==> config.mk <==
export PLATFORM = sky130hd
export DESIGN_NAME = mac_bias_pipe
export DESIGN_NICKNAME = d
export VERILOG_FILES = /design/src/rtl/mac_bias_pipe.sv
export SDC_FILE = /design/constraint.sdc
export NUM_CORES = 1
export LEC_CHECK = 0
export BUFFER_PORTS_ARGS = -buffer_cell sky130_fd_sc_hd__buf_2
export CORE_AREA = 2 2 235 237
export CTS_CLUSTER_DIAMETER = 100
export DETAILED_ROUTE_END_ITERATION = 12
export DIE_AREA = 0 0 237 239
export GPL_ROUTABILITY_DRIVEN = 0
export GPL_TIMING_DRIVEN = 1
export PLACE_DENSITY = 0.53
export RECOVER_POWER = 25
export SYNTH_ARGS = -nofsm -noshare
export SYNTH_HDL_FRONTEND = slang
export SYNTH_SLANG_ARGS = --single-unit
==> constraint.sdc <==
create_clock -name clk -period 65.9 [get_ports clk]
set_input_delay 19.77 -clock clk [delete_from_list [all_inputs] [get_ports clk]]
set_output_delay 19.77 -clock clk [all_outputs]
set_load 0.02 [all_outputs]
==> src/rtl/mac_bias_pipe.sv <==
// mac_bias_pipe: gated multiply-accumulate with bias, LANES pixels per cycle.
//
// One operand set (S spike bits, S signed weights, one signed bias) is accepted
// in IDLE. acc is loaded with the sign-extended bias, and then for
// BEATS = ceil(S/LANES) cycles the weights of the active pixels in the current
// lane group are added to it. The result is converted to OUT_WIDTH bits and held
// in DONE until the consumer accepts it.
//
// Optional feature macro: MAC_BIAS_SAT_EN
//   defined   -> final_out saturates to the signed OUT_WIDTH range
//   undefined -> final_out is acc truncated to OUT_WIDTH bits (two's-complement wrap)
//
// Ports:
//   clk        clock; all state changes on the rising edge
//   rst        asynchronous active-high reset
//   in_valid   operand set valid
//   in_ready   block can accept operands (IDLE only)
//   bias       signed bias, WIDTH bits
//   pixels     S spike bits; bit i gates weight i
//   weights    S signed weights; weight i at [i*WIDTH +: WIDTH]
//   out_valid  final_out valid (DONE)
//   out_ready  consumer accepts the result
//   final_out  signed result, OUT_WIDTH bits
//   busy       high in any state other than IDLE
module mac_bias_pipe #(
    parameter int S         = 25,
    parameter int WIDTH     = 8,
    parameter int LANES     = 5,
    parameter int OUT_WIDTH = 8
) (
    input  logic                        clk,
    input  logic                        rst,
    input  logic                        in_valid,
    output logic                        in_ready,
    input  logic signed [WIDTH-1:0]     bias,
    input  logic [S-1:0]                pixels,
    input  logic [S*WIDTH-1:0]          weights,
    output logic                        out_valid,
    input  logic                        out_ready,
    output logic signed [OUT_WIDTH-1:0] final_out,
    output logic                        busy
);

    localparam int BEATS  = (S + LANES - 1) / LANES;
    localparam int PADN   = BEATS * LANES;
    localparam int PADW   = PADN * WIDTH;
    localparam int ACC_W  = WIDTH + $clog2(S + 1) + 1;
    localparam int BEAT_W = (BEATS > 1) ? $clog2(BEATS) : 1;

`ifdef MAC_BIAS_SAT_EN
    localparam longint OUT_MAX = (64'sd1 <<< (OUT_WIDTH - 1)) - 64'sd1;
    localparam longint OUT_MIN = -(64'sd1 <<< (OUT_WIDTH - 1));
`endif

    typedef enum logic [1:0] {IDLE, ACCUM, DONE} state_t;

    state_t                        state_q, state_d;
    logic [S-1:0]                  pix_q, pix_d;
    logic [S*WIDTH-1:0]            w_q, w_d;
    logic signed [ACC_W-1:0]       acc_q, acc_d;
    logic [BEAT_W-1:0]             beat_q, beat_d;
    logic signed [OUT_WIDTH-1:0]   final_q, final_d;

    logic [PADN-1:0]               pix_pad;
    logic [PADW-1:0]               w_pad;
    logic signed [ACC_W-1:0]       beat_sum;

    function automatic logic signed [OUT_WIDTH-1:0] to_out(input logic signed [ACC_W-1:0] a);
`ifdef MAC_BIAS_SAT_EN
        longint v;
        v = longint'(a);
        if (v > OUT_MAX) return OUT_WIDTH'(OUT_MAX);
        if (v < OUT_MIN) return OUT_WIDTH'(OUT_MIN);
        return OUT_WIDTH'(a);
`else
        return OUT_WIDTH'(a);
`endif
    endfunction

    // Zero-extend the captured operands to a whole number of beats so the last,
    // partially filled lane group reads zeros instead of out-of-range bits.
    assign pix_pad = PADN'(pix_q);
    assign w_pad   = PADW'(w_q);

    // Sum of the gated, sign-extended weights of the lane group selected by beat_q.
    always_comb begin
        beat_sum = '0;
        for (int b = 0; b < BEATS; b++) begin
            if (beat_q == BEAT_W'(b)) begin
                for (int l = 0; l < LANES; l++) begin
                    if (pix_pad[b*LANES + l]) begin
                        beat_sum = beat_sum
                                 + ACC_W'($signed(w_pad[(b*LANES + l)*WIDTH +: WIDTH]));
                    end
                end
            end
        end
    end

    always_comb begin
        state_d = state_q;
        pix_d   = pix_q;
        w_d     = w_q;
        acc_d   = acc_q;
        beat_d  = beat_q;
        final_d = final_q;
        unique case (state_q)
            IDLE: begin
                if (in_valid) begin
                    pix_d   = pixels;
                    w_d     = weights;
                    acc_d   = ACC_W'(bias);
                    beat_d  = '0;
                    state_d = ACCUM;
                end
            end
            ACCUM: begin
                acc_d  = acc_q + beat_sum;
                beat_d = beat_q + BEAT_W'(1);
                if (beat_q == BEAT_W'(BEATS - 1)) begin
                    beat_d  = '0;
                    final_d = to_out(acc_d);
                    state_d = DONE;
                end
            end
            DONE: begin
                if (out_ready) state_d = IDLE;
            end
            default: state_d = IDLE;
        endcase
    end

    always_ff @(posedge clk or posedge rst) begin
        if (rst) begin
            state_q <= IDLE;
            pix_q   <= '0;
            w_q     <= '0;
            acc_q   <= '0;
            beat_q  <= '0;
            final_q <= '0;
        end else begin
            state_q <= state_d;
            pix_q   <= pix_d;
            w_q     <= w_d;
            acc_q   <= acc_d;
            beat_q  <= beat_d;
            final_q <= final_d;
        end
    end

    assign in_ready  = (state_q == IDLE);
    assign out_valid = (state_q == DONE);
    assign busy      = (state_q != IDLE);
    assign final_out = final_q;

endmodule

## Word level (Yosys, flattened, before mapping)

Cells that the tools add are included.

| storage, ports and cells | value |
|---|---|
| flip-flop bits (word level) | 252 |
| memories kept | 0 |
| input port bits | 237 |
| bits in latches | 0 |
| memory bits (read-only) | 0 |
| output and inout port bits | 11 |
| RAM bits | 0 |
| word-level logic and storage cells | 108 |

| cells by class | value |
|---|---|
| add/sub/neg operators | 26 |
| bitwise gates (word level) | 0 |
| multipliers | 0 |
| div/mod/pow operators | 0 |
| mux-type cells | 59 |
| magnitude comparators | 0 |
| shift operators | 0 |
| equal/unequal tests | 9 |
| reductions and logical operators | 8 |

Operators with widths:

| cell | number |
|---|---|
| 2-to-1 mux 14 bit | 51 |
| adder 14 x 8 -> 14 bit | 24 |
| one-hot mux 14 bit (2 select lines) | 1 |
| adder 14 bit | 1 |
| equality test 3 x 2 -> 1 bit, second input constant | 2 |
| 2-to-1 mux 2 bit | 3 |
| 2-to-1 mux 3 bit | 2 |
| one-hot mux 2 bit (3 select lines) | 1 |
| one-hot mux 3 bit (2 select lines) | 1 |
| AND reduction 2 bit | 3 |
| inequality test 2 bit, second input constant | 2 |
| nonzero test 2 bit | 2 |
| adder 3 x 1 -> 3 bit, second input constant | 1 |
| equality test 3 x 1 -> 1 bit, second input constant | 1 |
| equality test 3 bit, second input constant | 1 |
| logical NOT 3 bit | 1 |
| AND reduction 3 bit | 1 |
| equality test 2 x 1 -> 1 bit, second input constant | 1 |
| equality test 2 bit, second input constant | 1 |
| logical NOT 2 bit | 1 |
| inequality test 2 x 1 -> 1 bit, second input constant | 1 |

## Logic depth before layout (Yosys ltp)

Gate-level depths: netlist of the first run.

| logic depth | value |
|---|---|
| depth in word-level cells | 76 |
| depth in mapped cells | 144 |
| depth with buffers taken out | 143 |

## Worst setup path before layout of the first run

No wires, ideal clock.

| timing path | value |
|---|---|
| path kind | register to register |
| start point | register pix_q[0], in the netlist pix_pad[0] |
| end point | register acc_q[7] |
| path slack | 42.629 ns |
| arrival | 23.143 ns |
| setup time | 0.129 ns |
| data required time | 65.771 ns |
| cell stages (with the launch flop) | 123 |
| buffers on the path | 1 |
| clock period less this slack | 23.271 ns |
| cells stage by stage | dfrtp_1 buf_2 and2_1 ha_1 inv_1 fa_1 nor2b_1 o21ai_1 and4_1 a211o_1 ha_1 nand3_1 nor2_1 or4_1 nand3_1 nand3_1 ha_1 or3_1 (+87 left out) ha_1 xor2_1 a21boi_1 ha_1 xnor2_1 a22o_1 ha_1 xor2_1 a21oi_1 nor2_1 a2bb2oi_1 ha_1 a21oi_1 xnor2_1 nor3_1 o211a_1 nor3_1 o31ai_1 |

| on the way | value |
|---|---|
| cells in the longest elaborated chain, start to end | 76 |

RTL lines:

| item | line | source |
|---|---|---|
| from (decl) | 58 | `logic [S-1:0] pix_q, pix_d;` |
| from (signal assigned) | 143 | `pix_q <= pix_d;` |
| 2-to-1 mux 14 bit * | 91 | `if (pix_pad[b*LANES + l]) begin` |
| 2-to-1 mux 14 bit * | 89 | `if (beat_q == BEAT_W'(b)) begin` |
| adder 14 x 8 -> 14 bit | 93 | `+ ACC_W'($signed(w_pad[(b*LANES + l)*WIDTH +: WIDTH]));` |
| 2-to-1 mux 14 bit * | 91 |  |
| 2-to-1 mux 14 bit * | 89 |  |
| adder 14 x 8 -> 14 bit | 93 |  |
| 2-to-1 mux 14 bit * | 91 |  |
| 2-to-1 mux 14 bit * | 89 |  |
| (+60 left out) | - |  |
| adder 14 x 8 -> 14 bit | 93 |  |
| 2-to-1 mux 14 bit | 91 |  |
| 2-to-1 mux 14 bit | 89 |  |
| adder 14 x 8 -> 14 bit | 93 |  |
| 2-to-1 mux 14 bit | 91 |  |
| 2-to-1 mux 14 bit * | 89 |  |
| adder 14 bit * | 118 | `acc_d = acc_q + beat_sum;` |
| one-hot mux 14 bit (2 select lines) * | 107 | `unique case (state_q)` |
| to (signal assigned) | 138 | `acc_q <= '0;` |
| to (signal assigned) | 145 | `acc_q <= acc_d;` |
| to (decl) | 60 | `logic signed [ACC_W-1:0] acc_q, acc_d;` |

Mark *: on every way between the ends. The rest lies on a longest branch, timed or not. The select of a mux whose other input is x is not followed.
A chain may end at the register's enable or synchronous reset.

## Worst setup path after layout of the first run

| timing path | value |
|---|---|
| start point | register pix_q[0], in the netlist pix_pad[0] |
| end point | register final_q[7], in the netlist final_out[7] |

| on the way | value |
|---|---|
| cells in the longest elaborated chain, start to end | 75 |

RTL lines:

| item | line | source |
|---|---|---|
| 2-to-1 mux 14 bit * | 91 |  |
| 2-to-1 mux 14 bit * | 89 |  |
| adder 14 x 8 -> 14 bit | 93 |  |
| 2-to-1 mux 14 bit * | 91 |  |
| 2-to-1 mux 14 bit * | 89 |  |
| adder 14 x 8 -> 14 bit | 93 |  |
| 2-to-1 mux 14 bit * | 91 |  |
| 2-to-1 mux 14 bit * | 89 |  |
| (+59 left out) | - |  |
| 2-to-1 mux 14 bit | 89 |  |
| adder 14 x 8 -> 14 bit | 93 |  |
| 2-to-1 mux 14 bit | 91 |  |
| 2-to-1 mux 14 bit | 89 |  |
| adder 14 x 8 -> 14 bit | 93 |  |
| 2-to-1 mux 14 bit | 91 |  |
| 2-to-1 mux 14 bit * | 89 |  |
| adder 14 bit * | 118 |  |
| to (signal assigned) | 147 | `final_q <= final_d;` |
| to (decl) | 62 | `logic signed [OUT_WIDTH-1:0] final_q, final_d;` |

Marks and branches as above.

==> results of run 1 <==
sequential cells by signal (all words and copies together) (netlist names):
name / count
w_pad: 200
pix_pad: 25
acc_q: 8
final_out: 8
beat_q: 3
state_q: 2
final cells by class:
cell class | instances | area, um2 | area share, %
Multi-Input combinational cell | 2108 | 13200 | 56.8
Clock buffer | 43 | 891 | 3.83
Inverter | 167 | 628 | 2.70
Antenna cell | 2 | 5.00 | 0.0215
Sequential cell | 246 | 6160 | 26.5
Timing Repair Buffer | 260 | 1330 | 5.70
Clock inverter | 14 | 169 | 0.726
Tap cell | 704 | 881 | 3.79
Yosys cell counts (all sizes together), types with 11 or more instances:
master and count:
o21ai 166, nor2 137, xor2 34, nor2b 41
a21o 33, a31oi 11, o21a 24, a211oi 14
nor3 52, o22ai 14, and3 12, nand3 49
xnor2 66, buf 13, a21oi 120, mux2i 21
nand2 748, mux2 27, o21bai 22, o41ai 12
nand2b 40, dfrtp 246, o31ai 16, inv 165
or2 19, nand3b 11, a21boi 13, or3 18
clkbuf 95, and2 17, fa 25, ha 180
o2111ai 11, o211ai 31
layer usage:
layer	up-vias	track usage (%)	share of wire, %
li1	9370	-	-
met1	9112	31.2	47
met2	407	36.9	46
met3	71	2.49	4.3
met4	0	5.83	2.4
met5	-	0	0
worst max-delay path: cells and delay by family, from the launching register on:
family / cells / cell delay [ns]
flops: 1 / 0.53
buf+inv: 4 / 0.45
fa+ha+maj: 25 / 8.18
xor+xnor: 13 / 2.60
compound gates: 37 / 7.31
mux: 4 / 1.03
simple gates: 37 / 7.41
path summary, 6_finish.rpt:
path	end	cells past startpoint	from
hold reg to reg	final_out[3]	2	final_out[3]
setup reg to reg	final_out[7]	120	pix_pad[0]
max in group asynchronous	w_pad[81]	4	rst
setup / recovery	final_out[7]	120	pix_pad[0]
hold / removal	final_out[3]	2	final_out[3]
min in group asynchronous	w_pad[183]	2	rst
cell families (layout without fill, tap and decap cells):
family | Yosys count | count (layout) | synth area share [%]
and+or+nand+nor | 1178 | 1178 | 24.9
AOI/OAI and AO/OA | 571 | 571 | 18.7
buffers and inverters | 275 | 484 | 5.15
DFF | 246 | 246 | 30.1
adders and majority gates | 205 | 205 | 13.5
xor gates and xnor gates | 106 | 106 | 4.95
muxes | 48 | 48 | 2.59
other | 0 | 2 | 0
through the flow:
step                setup slack (ns)  util (%)  hold slack, ns
CTS                            38.44      42.9           0.480
finish                         38.18      42.8           0.478
floorplan                      39.37         -           0.446
detailed placement             38.55      40.9           0.466
global placement               38.92      40.9           0.467
global route                   36.19      42.8           0.511
==> impl_metrics.csv, run 1 <==
group,metric,value,unit
sta,hold_violations,0,
routing,drc,0,
logic_synthesis,seq_area_frac_synth,30.1,%
setup_path,slowest_stage,"a22oi_1",
global_route,grt_max_degree,99,
setup_path,ff2ff_setup_slack,38.18,ns
cts,clk_latency,0.60,ns
floorplan,core,0.0543,mm2
setup_path,critPathRequiredTime,66.35,ns
cts,clockBufferDepth,3,
sta,slew_viol_final,189,
floorplan,die_h,239,um
sta,slew_headroom,-122,%
layout,layout_commonest_cell,"nand2_1",
placement,dpl_cell_area,0.0222,mm2
floorplan,fp.dieW,237,um
sta,rsz0062_at_grt,"no",
placement,port_buffers,247,
logic_synthesis,synthTopCellsByArea,"dfrtp_1, nand2_1, ha_1",
floorplan,start_util,37.6,%
setup_path,path_common_cell,"ha_1",
worst_hold_path,hp-class,"flip-flop to flip-flop",
cts,postCtsSetupBuffers,0,
placement,dp_hpwl,50100,um
logic_synthesis,async_flop_share,100,%
sta,worst_pin_slew,3.31,ns
sta,clock_skew,0.0157,ns
sta,fmaxAchievable,36.1,MHz
layout,nFillCells,5522,
flow_run,max_cap_violations,3,
cts,cts_max_level,1,
sta,final.period_utilization,42.1,%
logic_synthesis,synth-warning-count,0,
routing,vias,19000,
sta,setup_viol_count_final,0,
setup_path,arrival,28.16,ns
logic_synthesis,synth_cell_types,96,
logic_synthesis,ys.flop_type,"dfrtp_1",
logic_synthesis,synthCells,2629,
cts,cts_resized,0,
setup_path,end_kind,"flip-flop",
logic_synthesis,yosysTopAreaCell,"dfrtp_1",
cts,cts_made_buffers,31,
floorplan,dieArea,0.0566,mm2
cts,clock-sinks,246,
global_route,grt_pass1_wl,101000,um
logic_synthesis,synth-seq-cells,246,
logic_synthesis,syn_area,0.0204,mm2
logic_synthesis,synth_top_area_share,30.1,%
run_status,status,"finished with violations",
routing,routed_via_density,5.35,
cts,cts_tree,"yes",
setup_path,worstSetupPathType,"flip-flop to flip-flop",
layout,instances_no_fill,3544,
setup_path,cpPeakStageDelay,0.64,ns
routing,dr.first_iter.drc_count,1076,
placement,placed_cells,3485,
logic_synthesis,syn_avg_cell_area,7.77,um2
cts,root_buffer,"clkbuf_16",
cts,clkTransAtPathRegs,0.06,ns
routing,drtPass1Iterations,5,
run_status,violations,"max-capacitance violations, max-slew violations",
layout,area_delta_synth_final,13.9,%
layout,drive_above_1_share,13.6,%
floorplan,num_rows,86,
global_route,grt_pass1_vias,18600,
routing,totalWireLength,64000,um
layout,stdcell_area,0.0233,mm2
sta,tns,0,ns
layout,nets,3256,
setup_path,crit_fanout,13,
logic_synthesis,synth_edf_count,0,
sta,fin_crit,27.72,ns
routing,drtAntennaViolNets,0,
global_route,gr-total-overflow,0,
routing,routedWlPerCell,18.1,um
floorplan,pin_count,248,
setup_path,startpoint_type,"flip-flop",
cts,holdBufCountCts,0,
layout,layout_common_cells,"nand2_1, buf_2, dfrtp_1",
global_route,track_usage,22.4,%
logic_synthesis,synthesis.nets,3071,
global_route,antenna_found_initial,2,
Power of run 1 is left out: the tool's default activity adds up to more than one toggle a clock period on the data nets, which glitch-free logic cannot reach.
==> inputs of run 2 (changes only) <==
Settings changed: PLACE_DENSITY 0.53 to 0.55.
Clock period 65.9 ns to 25.4 ns, I/O delays scaled along.
==> run 2 against run 1 <==
Compared with the run above: critical path type unchanged; the flow still finishes with violations (max-capacitance violations, max-slew violations); non-clock buffer count up 114; die area is the same; first-iteration DRC count is 22% higher; clock skew rose by 0.0038 ns; critical path depth up 7; largest cell class unchanged; wire length grew 3.9%; register-to-register slack got worse by 37 ns; final area rose by 10%.
==> impl_metrics.csv, run 2 (synthesized netlist as in run 1, its figures left out) <==
group,metric,value,unit
layout,area_delta_synth_final,25.4,%
setup_path,slowest_stage,"fa_2",
global_route,track_usage,22.9,%
sta,fmaxAchievable,41.0,MHz
layout,antenna_cells,0,
global_route,antenna_found_initial,0,
layout,nets,3373,
flow_run,max_cap_violations,3,
routing,routed_via_density,5.34,
routing,vias,19600,
global_route,grt_pass1_wl,103000,um
sta,slew_viol_final,215,
setup_path,startpoint_type,"flip-flop",
floorplan,fp.dieW,237,um
run_status,violations,"max-capacitance violations, max-slew violations",
floorplan,num_rows,86,
layout,layout_common_cells,"nand2_1, dfrtp_1, buf_2",
cts,cts_max_level,2,
global_route,gr-total-overflow,0,
setup_path,arrival,24.84,ns
worst_hold_path,hp-class,"flip-flop to flip-flop",
routing,drc,0,
setup_path,crit_fanout,5,
cts,root_buffer,"clkbuf_16",
setup_path,end_kind,"flip-flop",
layout,largest_reg_flops,200,
floorplan,start_util,37.6,%
routing,drtPass1Iterations,5,
global_route,grt_max_degree,111,
cts,clkTransAtPathRegs,0.06,ns
sta,setup_viol_count_final,0,
routing,totalWireLength,66500,um
routing,routedWlPerCell,18.2,um
placement,dp_hpwl,49600,um
cts,clk_latency,0.56,ns
placement,placed_cells,3506,
routing,dr.first_iter.drc_count,1309,
run_status,status,"finished with violations",
sta,worst_pin_slew,5.40,ns
layout,drive_above_1_share,23.5,%
floorplan,dieArea,0.0566,mm2
setup_path,critPathRequiredTime,25.86,ns
cts,cts_made_buffers,34,
layout,layout_commonest_cell,"nand2_1",
cts,clockBufferDepth,3,
cts,cts_tree,"yes",
layout,instances_no_fill,3661,
sta,whs,0.485,ns
sta,fin_crit,24.38,ns
sta,clock_skew,0.0195,ns
floorplan,core,0.0543,mm2
setup_path,path_common_cell,"ha_1",
placement,port_buffers,247,
floorplan,die_h,239,um
floorplan,pin_count,248,
setup_path,worstSetupPathType,"flip-flop to flip-flop",
routing,drtAntennaViolNets,0,
setup_path,cpPeakStageDelay,0.59,ns
sta,hold_violations,0,
sta,slew_headroom,-260,%
cts,clock-sinks,246,
global_route,grt_pass1_vias,19300,
sta,final.period_utilization,96.0,%
[run 2: metrics by stage]
| step | worst slack (ns) | setup TNS [ns] | util [%] | area, um2 |
|---|---|---|---|---|
| 6_report | 1.02 | 0 | 47.1 | 25600 |
| 5_1_grt | -0.229 | -0.430 | 47.1 | 25600 |
| 4_1_cts | 0.0130 | 0 | 44.0 | 23900 |
| 3_5_place_dp | -1.12 | -4.21 | 41.2 | 22400 |
| 3_3_place_gp | -0.480 | -0.992 | 41.2 | 22400 |
| 2_1_floorplan | 2.13 | 0 | - | 20400 |
[run 2: per-layer routing]
metal,share of wire [%],track usage (%),vias up
met5,0,0,-
met4,3.0,7.63,0
met3,5.1,3.14,113
met2,46,37.4,545
met1,46,31.2,9320
li1,-,-,9587
[run 2: what timing repair did]
action                                  4_1_cts  5_1_grt
gates cloned                                  0        0
resized for setup                            40      227
setup buffers                                11       82
hold buffers                                  0        0
pin swaps                                     8      119
endpoints found under the setup margin        6       12
[run 2: final cells by class]
class                           instances  area, um2
Clock buffer                           43        988
Clock inverter                         19        253
Inverter                              167        628
Sequential cell                       246       6160
Timing Repair Buffer                  374       2180
Fill cell                            5352      28700
Multi-Input combinational cell       2108      14500
Tap cell                              704        881
[run 2: worst paths after layout]
| kind | from | endpoint | slack, ns | cells after the start |
|---|---|---|---|---|
| max in group asynchronous | rst | w_pad[135] | 14.18 | 3 |
| max reg2reg | w_pad[0] | acc_q[7] | 1.02 | 127 |
| max | w_pad[0] | acc_q[7] | 1.02 | 127 |
| min in group asynchronous | rst | w_pad[183] | 8.65 | 2 |
| min reg2reg | w_pad[136] | w_pad[136] | 0.49 | 2 |
| min | w_pad[136] | w_pad[136] | 0.49 | 2 |
[run 2: critical path: cells and delay by family (launching register included)]
family	cells	cell delay, ns
buffers and inverters	11	1.26
flip-flops	1	0.37
multiplexers	6	1.51
AO/OA/AOI/OAI	48	7.21
adder cells (fa/ha/maj)	26	8.78
AND/OR/NAND/NOR	19	2.45
XOR/XNOR	17	2.68
Power of run 2 is left out for the same reason.
==> inputs of run 3 (changes only) <==
Settings changed: CORE_AREA 2 2 235 237 to 2 2 238 240, DIE_AREA 0 0 237 239 to 0 0 240 242, PLACE_DENSITY 0.55 to 0.54.
==> run 3 against run 2 <==
Compared with the run above: the flow still finishes with violations (max-capacitance violations, max-slew violations); final cell count rose by 0.55%; fmax barely moved; clock skew fell by 0.011 ns; global-route usage fell by 1.2 points; sequential cell count did not move; highest routed layer is now met5.
==> impl_metrics.csv, run 3 (synthesized netlist as in run 1, its figures left out) <==
group,metric,value,unit
layout,nets,3349,
layout,nFillCells,5627,
setup_path,worstSetupStartpoint,"pix_pad[0]",
layout,area_delta_synth_final,22.9,%
layout,layout_commonest_cell,"nand2_1",
cts,cts_made_buffers,29,
routing,dr.first_iter.drc_count,1243,
placement,port_buffers,247,
sta,hold_violations,0,
placement,dp_hpwl,49600,um
setup_path,crit_fanout,7,
floorplan,die_h,242,um
worst_hold_path,hp-class,"flip-flop to flip-flop",
floorplan,fp.dieW,240,um
sta,fin_crit,24.40,ns
floorplan,dieArea,0.0581,mm2
placement,placed_cells,3555,
sta,slew_headroom,-442,%
sta,slew_viol_final,294,
layout,fin_util,45.0,%
floorplan,core,0.0557,mm2
setup_path,end_kind,"flip-flop",
routing,drtPass1Iterations,5,
setup_path,worstSetupPathType,"flip-flop to flip-flop",
setup_path,r2r_cells,127,
cts,cts_max_level,1,
setup_path,critPathRequiredTime,25.84,ns
global_route,gr-total-overflow,0,
floorplan,num_rows,87,
floorplan,pin_count,248,
global_route,grt_pass1_wl,101000,um
routing,vias,19200,
sta,final.period_utilization,96.0,%
layout,largest_reg_flops,200,
sta,worst_pin_slew,8.14,ns
sta,clock_skew,0.00840,ns
global_route,grt_pass1_vias,19000,
sta,fmaxAchievable,41.0,MHz
cts,cts_tree,"yes",
cts,clock-sinks,246,
run_status,status,"finished with violations",
routing,totalWireLength,65600,um
global_route,track_usage,21.7,%
sta,setup_viol_count_final,0,
cts,clockBufferDepth,3,
setup_path,r2r-start,"pix_pad[0]",
layout,drive_above_1_share,22.4,%
sta,whs,0.487,ns
routing,drc,0,
worst_hold_path,hold_depth,2,
flow_run,max_cap_violations,3,
cts,holdBufCountCts,0,
global_route,antenna_found_initial,2,
worst_hold_path,hold_path.startpoint,"w_pad[170]",
floorplan,start_util,36.6,%
setup_path,slowest_stage,"or4_4",
run_status,violations,"max-capacitance violations, max-slew violations",
layout,layout_common_cells,"nand2_1, dfrtp_1, buf_2",
routing,routedWlPerCell,17.8,um
setup_path,startpoint_type,"flip-flop",
cts,root_buffer,"clkbuf_16",
layout,instances_no_fill,3681,
cts,clk_latency,0.58,ns
global_route,grt_max_degree,154,
routing,routed_via_density,5.22,
routing,drtAntennaViolNets,0,
cts,clkTransAtPathRegs,0.06,ns
setup_path,cpPeakStageDelay,0.52,ns
setup_path,arrival,24.84,ns
run 3: changes by cell type in the layout (fill, tap and decap cells not counted), moves of 4 or more:
| cell | delta |
|---|---|
| a21oi_2 | -4 |
| buf_4 | -19 |
| bufinv_16 | -4 |
| nor2b_2 | +4 |
| ha_4 | -6 |
| clkbuf_16 | -8 |
| ha_1 | +5 |
run 3: stage by stage:
stage / TNS (ns) / instance area, um2 / setup slack [ns]
after global routing: -0.697 / 25100 / -0.356
after floorplan: 0 / 20400 / 2.13
after detailed placement: -4.08 / 22400 / -1.00
after global placement: -2.69 / 22400 / -0.725
final: 0 / 25100 / 1.00
after CTS: 0 / 23500 / 0.00442
run 3: routing by layer:
layer,share of wire [%],wire [um],vias to the layer above,track usage (%)
met3,5.0,3250,99,2.58
met2,46,30500,530,35.1
met1,45,29800,9049,30.1
met5,0.017,11,-,0
li1,-,-,9551,-
met4,3.2,2110,2,7.00
run 3: what timing repair did:
action                                  CTS  global route
buffers inserted                         10            67
gates resized for setup                  30           228
pin swaps                                 6            91
endpoints found under the hold margin     0             0
endpoints found under the setup margin    8            12
run 3: path summary, 6_finish.rpt:
check | to | slack [ns]
min in group asynchronous | w_pad[189] | 8.23
setup reg to reg | final_out[7] | 1.00
hold reg to reg | w_pad[170] | 0.49
setup / recovery | final_out[7] | 1.00
hold / removal | w_pad[170] | 0.49
max in group asynchronous | pix_pad[11] | 8.03
run 3: final cells by class:
cell class | instances | area, um2 | share of cell area (%)
Sequential cell | 246 | 6160 | 24.5
Clock buffer | 39 | 803 | 3.20
Timing Repair Buffer | 355 | 2040 | 8.13
Antenna cell | 1 | 2.50 | 0.00997
Clock inverter | 9 | 90.1 | 0.359
Inverter | 167 | 628 | 2.50
Multi-Input combinational cell | 2108 | 14400 | 57.5
Tap cell | 756 | 946 | 3.77
run 3: critical path, delay by kind of cell, from the launching register on:
| kind | cells | cell delay (ns) |
|---|---|---|
| adders and majority gates | 25 | 7.49 |
| muxes | 4 | 1.04 |
| and+or+nand+nor | 35 | 5.83 |
| AOI/OAI and AO/OA | 38 | 6.32 |
| buffers and inverters | 13 | 1.41 |
| DFF | 1 | 0.41 |
| xor gates and xnor gates | 12 | 1.72 |
Power of run 3 is left out for the same reason.
